## config.mk

```make
export PLATFORM = sky130hd
export DESIGN_NAME = cacheline_adapter
export DESIGN_NICKNAME = d
export VERILOG_FILES = /design/src/rtl/cacheline_adapter.sv
export SDC_FILE = /design/constraint.sdc
export NUM_CORES = 1
export LEC_CHECK = 0
export ABC_AREA = 1
export ABC_CLOCK_PERIOD_IN_PS = 18100
export BUFFER_PORTS_ARGS = -buffer_cell sky130_fd_sc_hd__buf_2
export CAP_MARGIN = 25
export CORE_AREA = 2 2 302 304
export CTS_CLUSTER_DIAMETER = 150
export DETAILED_ROUTE_END_ITERATION = 8
export DIE_AREA = 0 0 304 306
export HOLD_SLACK_MARGIN = 0.1
export RECOVER_POWER = 25
export SLEW_MARGIN = 25
export SYNTH_ARGS = -nofsm -noshare
export SYNTH_HDL_FRONTEND = slang
export SYNTH_SLANG_ARGS = --single-unit
```

## constraint.sdc

```tcl
create_clock -name clk -period 18.1 [get_ports clk]
set_clock_uncertainty 0.1 [all_clocks]
set_input_delay 0.905 -clock clk [delete_from_list [all_inputs] [get_ports clk]]
set_output_delay 0.905 -clock clk [all_outputs]
set_load 0.01 [all_outputs]
```

## src/rtl/cacheline_adapter.sv

```systemverilog
// rtl/cacheline_adapter.sv - bridges 256-bit line requests onto a 4x64-bit burst memory
// Optional ADAPTER_ADDR_CHECK_EN: read beats whose bmem_raddr line tag differs from the pending line are dropped.
module cacheline_adapter #(
  parameter int BEAT_W = 64,
  parameter int BEATS  = 4
) (
  input  logic                      clk,
  input  logic                      rst,
  input  logic [31:0]               dfp_addr,
  input  logic                      dfp_read,
  input  logic                      dfp_write,
  input  logic [BEAT_W*BEATS-1:0]   dfp_wdata,
  output logic [BEAT_W*BEATS-1:0]   dfp_rdata,
  output logic [31:0]               dfp_raddr,
  output logic                      dfp_resp,
  output logic [31:0]               bmem_addr,
  output logic                      bmem_read,
  output logic                      bmem_write,
  output logic [BEAT_W-1:0]         bmem_wdata,
  input  logic                      bmem_ready,
  input  logic [31:0]               bmem_raddr,
  input  logic [BEAT_W-1:0]         bmem_rdata,
  input  logic                      bmem_rvalid
);

  typedef enum logic [2:0] {
    IDLE,
    RD_REQ,
    RD_WAIT,
    WR_BURST,
    RESP
  } state_t;

  localparam logic [1:0] LAST_BEAT = 2'(BEATS - 1);

  state_t              r_state;
  logic [1:0]          r_rcnt;
  logic [1:0]          r_wcnt;
  logic [26:0]         r_line_addr;
  logic                r_dfp_resp;
  logic                r_bmem_write;
  logic [BEAT_W-1:0]   r_rbuf [BEATS];
  logic [BEAT_W-1:0]   r_wbuf [BEATS];

  logic                w_beat_ok;
  logic                w_unused;

`ifdef ADAPTER_ADDR_CHECK_EN
  assign w_beat_ok = bmem_rvalid && (bmem_raddr[31:5] == r_line_addr);
`else
  assign w_beat_ok = bmem_rvalid;
`endif

  assign w_unused = ^{dfp_addr[4:0], bmem_raddr};

  // The read strobe tracks bmem_ready combinationally so it is only raised in an accepting cycle.
  assign bmem_read  = (r_state == RD_REQ) && bmem_ready;
  assign bmem_write = r_bmem_write;
  assign bmem_addr  = {r_line_addr, 5'b0};
  assign bmem_wdata = r_wbuf[r_wcnt];
  assign dfp_resp   = r_dfp_resp;
  assign dfp_raddr  = {r_line_addr, 5'b0};

  for (genvar g = 0; g < BEATS; g++) begin : g_rdata
    assign dfp_rdata[g*BEAT_W +: BEAT_W] = r_rbuf[g];
  end

  always_ff @(posedge clk) begin
    if (rst) begin
      r_state      <= IDLE;
      r_rcnt       <= 2'd0;
      r_wcnt       <= 2'd0;
      r_line_addr  <= '0;
      r_dfp_resp   <= 1'b0;
      r_bmem_write <= 1'b0;
      for (int k = 0; k < BEATS; k++) begin
        r_rbuf[k] <= '0;
        r_wbuf[k] <= '0;
      end
    end else begin
      r_dfp_resp <= 1'b0;
      case (r_state)
        IDLE: begin
          r_rcnt <= 2'd0;
          r_wcnt <= 2'd0;
          if (dfp_write || dfp_read) begin
            r_line_addr <= dfp_addr[31:5];
            for (int k = 0; k < BEATS; k++) begin
              r_wbuf[k] <= dfp_wdata[k*BEAT_W +: BEAT_W];
            end
          end
          // A simultaneous read and write is served as the write alone.
          if (dfp_write) begin
            r_state      <= WR_BURST;
            r_bmem_write <= 1'b1;
          end else if (dfp_read) begin
            r_state <= RD_REQ;
          end
        end
        RD_REQ: begin
          if (bmem_ready) begin
            r_state <= RD_WAIT;
          end
        end
        RD_WAIT: begin
          if (w_beat_ok) begin
            r_rbuf[r_rcnt] <= bmem_rdata;
            r_rcnt         <= r_rcnt + 2'd1;
            if (r_rcnt == LAST_BEAT) begin
              r_state    <= RESP;
              r_dfp_resp <= 1'b1;
            end
          end
        end
        WR_BURST: begin
          if (bmem_ready) begin
            r_wcnt <= r_wcnt + 2'd1;
            if (r_wcnt == LAST_BEAT) begin
              r_state      <= RESP;
              r_dfp_resp   <= 1'b1;
              r_bmem_write <= 1'b0;
            end
          end
        end
        RESP: begin
          r_state <= IDLE;
        end
        default: begin
          r_state <= IDLE;
        end
      endcase
    end
  end

endmodule

```

Word level (Yosys, flattened, before mapping)
Memories as Yosys holds them, arrays and structs flattened. A register that Yosys moved wholly into a read port is not among the register bits.
Index checks and enable logic that the tools add are counted.
{ "totals": {"regBits": 36, "ramBits": 512, "inputBits": 390, "output_inout_bits": 387, "wordCells": 77, "mem_count": 2} }
{ "op_classes": {"addsub": 2, "n_eq_ne": 12, "mux": 40, "bitwise_logic": 4, "reduce_logical": 11} }
{ "memory_table": {"columns": ["name", "words", "word_bits", "rd", "rd_clocked_by_memory_dff", "write_ports", "line", "rtl"], "rows": [
  ["r_rbuf", 4, 64, 4, 0, 4, "42", "logic [BEAT_W-1:0] r_rbuf [BEATS];"],
  ["r_wbuf", 4, 64, 1, 1, 4, "43", "logic [BEAT_W-1:0] r_wbuf [BEATS];"]
]} }
{ "op_table": {"columns": ["operator", "count"], "rows": [
  ["64-bit 2-to-1 mux", 5],
  ["64-bit OR reduction", 1],
  ["3-bit 2-to-1 mux", 7],
  ["1-bit 2-to-1 mux", 18],
  ["2-bit != test, second input constant", 6],
  ["3-bit one-hot mux with 4 select lines", 1],
  ["2-bit 2-to-1 mux", 5],
  ["2-bit one-hot mux with 2 select lines", 2],
  ["3-bit by 2-bit equality test with 1-bit output, second input constant", 2],
  ["2-bit AND reduction", 3],
  ["6-bit AND reduction", 1],
  ["2-bit by 1-bit adder with 2-bit output, second input constant", 2],
  ["2-bit equality test, second input constant", 2],
  ["1-bit bitwise OR", 4],
  ["1-bit one-hot mux with 2 select lines", 2],
  ["4-bit AND reduction", 1],
  ["2-bit nonzero test", 2],
  ["3-bit by 1-bit equality test with 1-bit output, second input constant", 1],
  ["3-bit logical NOT", 1],
  ["3-bit != test, second input constant", 1],
  ["1-bit logical AND", 1],
  ["1-bit logical OR", 1]
]} }

Longest topological paths before layout
{ "logic_depth": {"word_depth": 6, "depth_mapped": 8, "ltp_nobuf": 7} }

Least setup slack after synthesis
OpenSTA, ideal clock, no wires.
{ "synth_path": {"path_kind": "in2reg", "startpoint": "input port rst", "endpoint": "memory r_wbuf[0][0], enable pin", "setup_ps": 1965, "arrival_time_ps": 5594, "slack_ps": 10441, "cell_stages": 4, "n_path_buf": 2, "cell_sequence": "clkbuf_1 inv_1 clkbuf_1 nand2_1"} }
{ "synth_lines": {"columns": ["element", "line", "rtl"], "rows": [
  ["from (decl)", "8", "input logic rst,"],
  ["to (decl)", "43", null]
]} }

==> flow_summary.toml <==
[run_status]
status = "finished, violations left"
violations = "max-capacitance violations, max-slew violations"

[place]
dpl.hpwl_mm = 48.7
place_congestion = 0.809
dpl_worst_slack_ns = 12.62
io_buffers = 729
place_area_um2 = 26900

[global_routing]
grt_use_met3_pct = 4.33
grt_use_total_pct = 14.6
grt_max_degree = 96
first_global_vias = 15900
grt_use_met2_pct = 26.7
gr-total-overflow = 0
grt_pass1_wl_mm = 101
grt_antenna_before_repair = 14
use_met1_pct = 15.7
gr-max-usage-layer = "met2"

[floorplan]
die_x_um = 304
core-area_um2 = 89600
rows = 110
die_y_um = 306
start_util_pct = 24.9
dieArea_um2 = 93000
io_pins = 777

[cts]
cts_tree = "built"
htree_num_levels = 3
insertion_delay_ns = 0.61
ctsHoldBuffers = 0
cts_inserted_buffers = 66
cts_root_buf = "clkbuf_16"
clock_sinks = 550
clockBufferDepth = 3
clk_pin_slew_worst_paths_ns = 0.06
postCtsSetupBuffers = 0
cts-resized-gates = 0

[synth]
syn_avg_cell_area_um2 = 11.2
synthArstFlopShare_pct = 0
synth-simple-area-share_pct = 12.8
yosysTopAreaCell = "edfxtp_1"
synth_top_area_share_pct = 68.8
ys_warn_count = 0
synthXorXnorAreaFrac_pct = 0
ys_ff_latch = 550
ys_top_cells_by_area = "edfxtp_1 69%, nor2_1 11%, inv_1 5.5%"
yosysSeqAreaShare_pct = 72.2
synthCells = 2000
synth.cell_area_um2 = 22300
synth_adder_area_share_pct = 0.112
synth_top_family_by_area = "simple AND/OR/NAND/NOR gates"
muxShareOfSynthArea_pct = 0
synth-compound-area-share_pct = 5.50
synth_edf_count = 512
synth.distinct_cells = 25
synth_ff_type = "edfxtp_1"

[sta]
fin_crit_sh_pct = 38.5
finalCriticalPeriod_ns = 6.98
rsz0062_at_grt = "no"
worst_slew_pin_slew_ns = 3.26
fmax_ghz = 0.143
max_slew_margin_pct = -117
setup_violations = 0
finalHoldViolations = 0
setup_tns_ns = 0
report.final.slew_viol_count = 86
fin_ws_ns = 11.12

[hold_path]
hold_path_class = "register to register"

[layout]
drive_above_1_share_pct = 20.4
areaGrowthSynthToFinish_pct = 28.0
final_cell_mix = "633 x nor2_1, 512 x edfxtp_1, 421 x buf_2"
nFillCells = 9480
final_common_cell = "nor2_1"
fin_util_pct = 31.9
layout.nets = 3071
fin_area_um2 = 28600

[drt]
ant_nets = 0
first_iter_violations = 1141
wl_per_cell_um = 18.0
firstDrtPassIters = 5
num_vias = 16400
drc = 0
routed_wl_mm = 70.4
viasPerCell = 4.19

[pwr]
report.power.total_mw = 3.80
irDropWorstVdd_v = 0.0000837
leakagePower_nw = 12.6
p_per_area_nw_per_um2 = 133

[critical_path]
critical_path_class = "input port to register"
critPathCaptureType = "register"
worstSetupStartpointType = "input port"
cp.arrival_ns = 6.90
crit_fanout = 64
critPathRequiredTime_ns = 18.02

[flow_run]
max-cap-violations = 2
through the flow:
step                hold slack, ns  std cells
floorplan                    0.342       2009
global placement             0.352       3787
global route                 0.400       3909
finish                       0.376       3910
detailed placement           0.364       3787
CTS                          0.362       3906
power by group:
| group | switching (mW) | leakage [nW] | internal, mW | total, mW |
|---|---|---|---|---|
| logic | 0.503 | 5.87 | 0.194 | 0.696 |
| clock network | 0.538 | 1.03 | 0.763 | 1.30 |
| registers | 0.0828 | 5.74 | 1.72 | 1.81 |
layout make-up:
| class | instances | area, µm² | area share [%] |
|---|---|---|---|
| Sequential cell | 550 | 16100 | 56.4 |
| Multi-Input combinational cell | 982 | 4240 | 14.8 |
| Clock inverter | 40 | 368 | 1.29 |
| Antenna cell | 4 | 10.0 | 0.0350 |
| Timing Repair Buffer | 746 | 3380 | 11.8 |
| Inverter | 333 | 1250 | 4.38 |
| Tap cell | 1176 | 1470 | 5.14 |
| Clock buffer | 79 | 1740 | 6.09 |
state kept, by name, summed over array words and instances, names as in the netlist, named ones only:
| name | count |
|---|---|
| r_wbuf | 256 |
| bmem_write | 1 |
| r_rcnt | 2 |
| r_state | 3 |
| r_line_addr | 27 |
| r_wcnt | 2 |
| dfp_resp | 1 |
| r_rbuf | 256 |
cell usage after synthesis (2+ instances only):
cell	n
inv_2	4
inv_1	328
buf_4	40
nand2_1	75
nand3_1	10
nor2_1	632
nand3_2	3
nor3_1	15
o21ai_0	131
nor2_4	3
ha_1	2
o22ai_1	64
buf_6	13
buf_2	40
a21oi_1	33
clkbuf_1	48
buf_1	3
edfxtp_1	512
dfxtp_1	38
critical path, cell delays in order:
cell	delay [ns]
buf_2	0.08
clkbuf_1	1.67
nor2_1	0.56
nand2_2	0.16
clkbuf_1	2.31
nand2_8	1.07
path summary, 6_finish.rpt:
| check | from | endpoint | slack, ns | cells past startpoint |
|---|---|---|---|---|
| max | rst | r_rbuf[1][50] | 11.12 | 6 |
| min | r_line_addr[23] | r_line_addr[23] | 0.38 | 2 |
| max reg2reg | r_state[2] | r_rbuf[1][50] | 12.84 | 6 |
| min reg2reg | r_line_addr[23] | r_line_addr[23] | 0.38 | 2 |
logic make-up (layout without fill, tap and decap cells):
| group | after synthesis | count (layout) |
|---|---|---|
| AO/OA/AOI/OAI | 229 | 229 |
| adder cells (fa/ha/maj) | 2 | 2 |
| buffers and inverters | 477 | 1198 |
| flip-flops | 550 | 550 |
| other | 1 | 14 |
| AND/OR/NAND/NOR | 741 | 741 |
layer usage:
metal  wire, µm  vias up  part of all wire [%]
met4       2140       12                   3.0
met5         86        -                  0.12
met1      26000     7766                    37
li1           -     7807                     -
met3       5380      113                   7.6
met2      36800      673                    52
No activity file was read; power rests on OpenSTA's default activity.
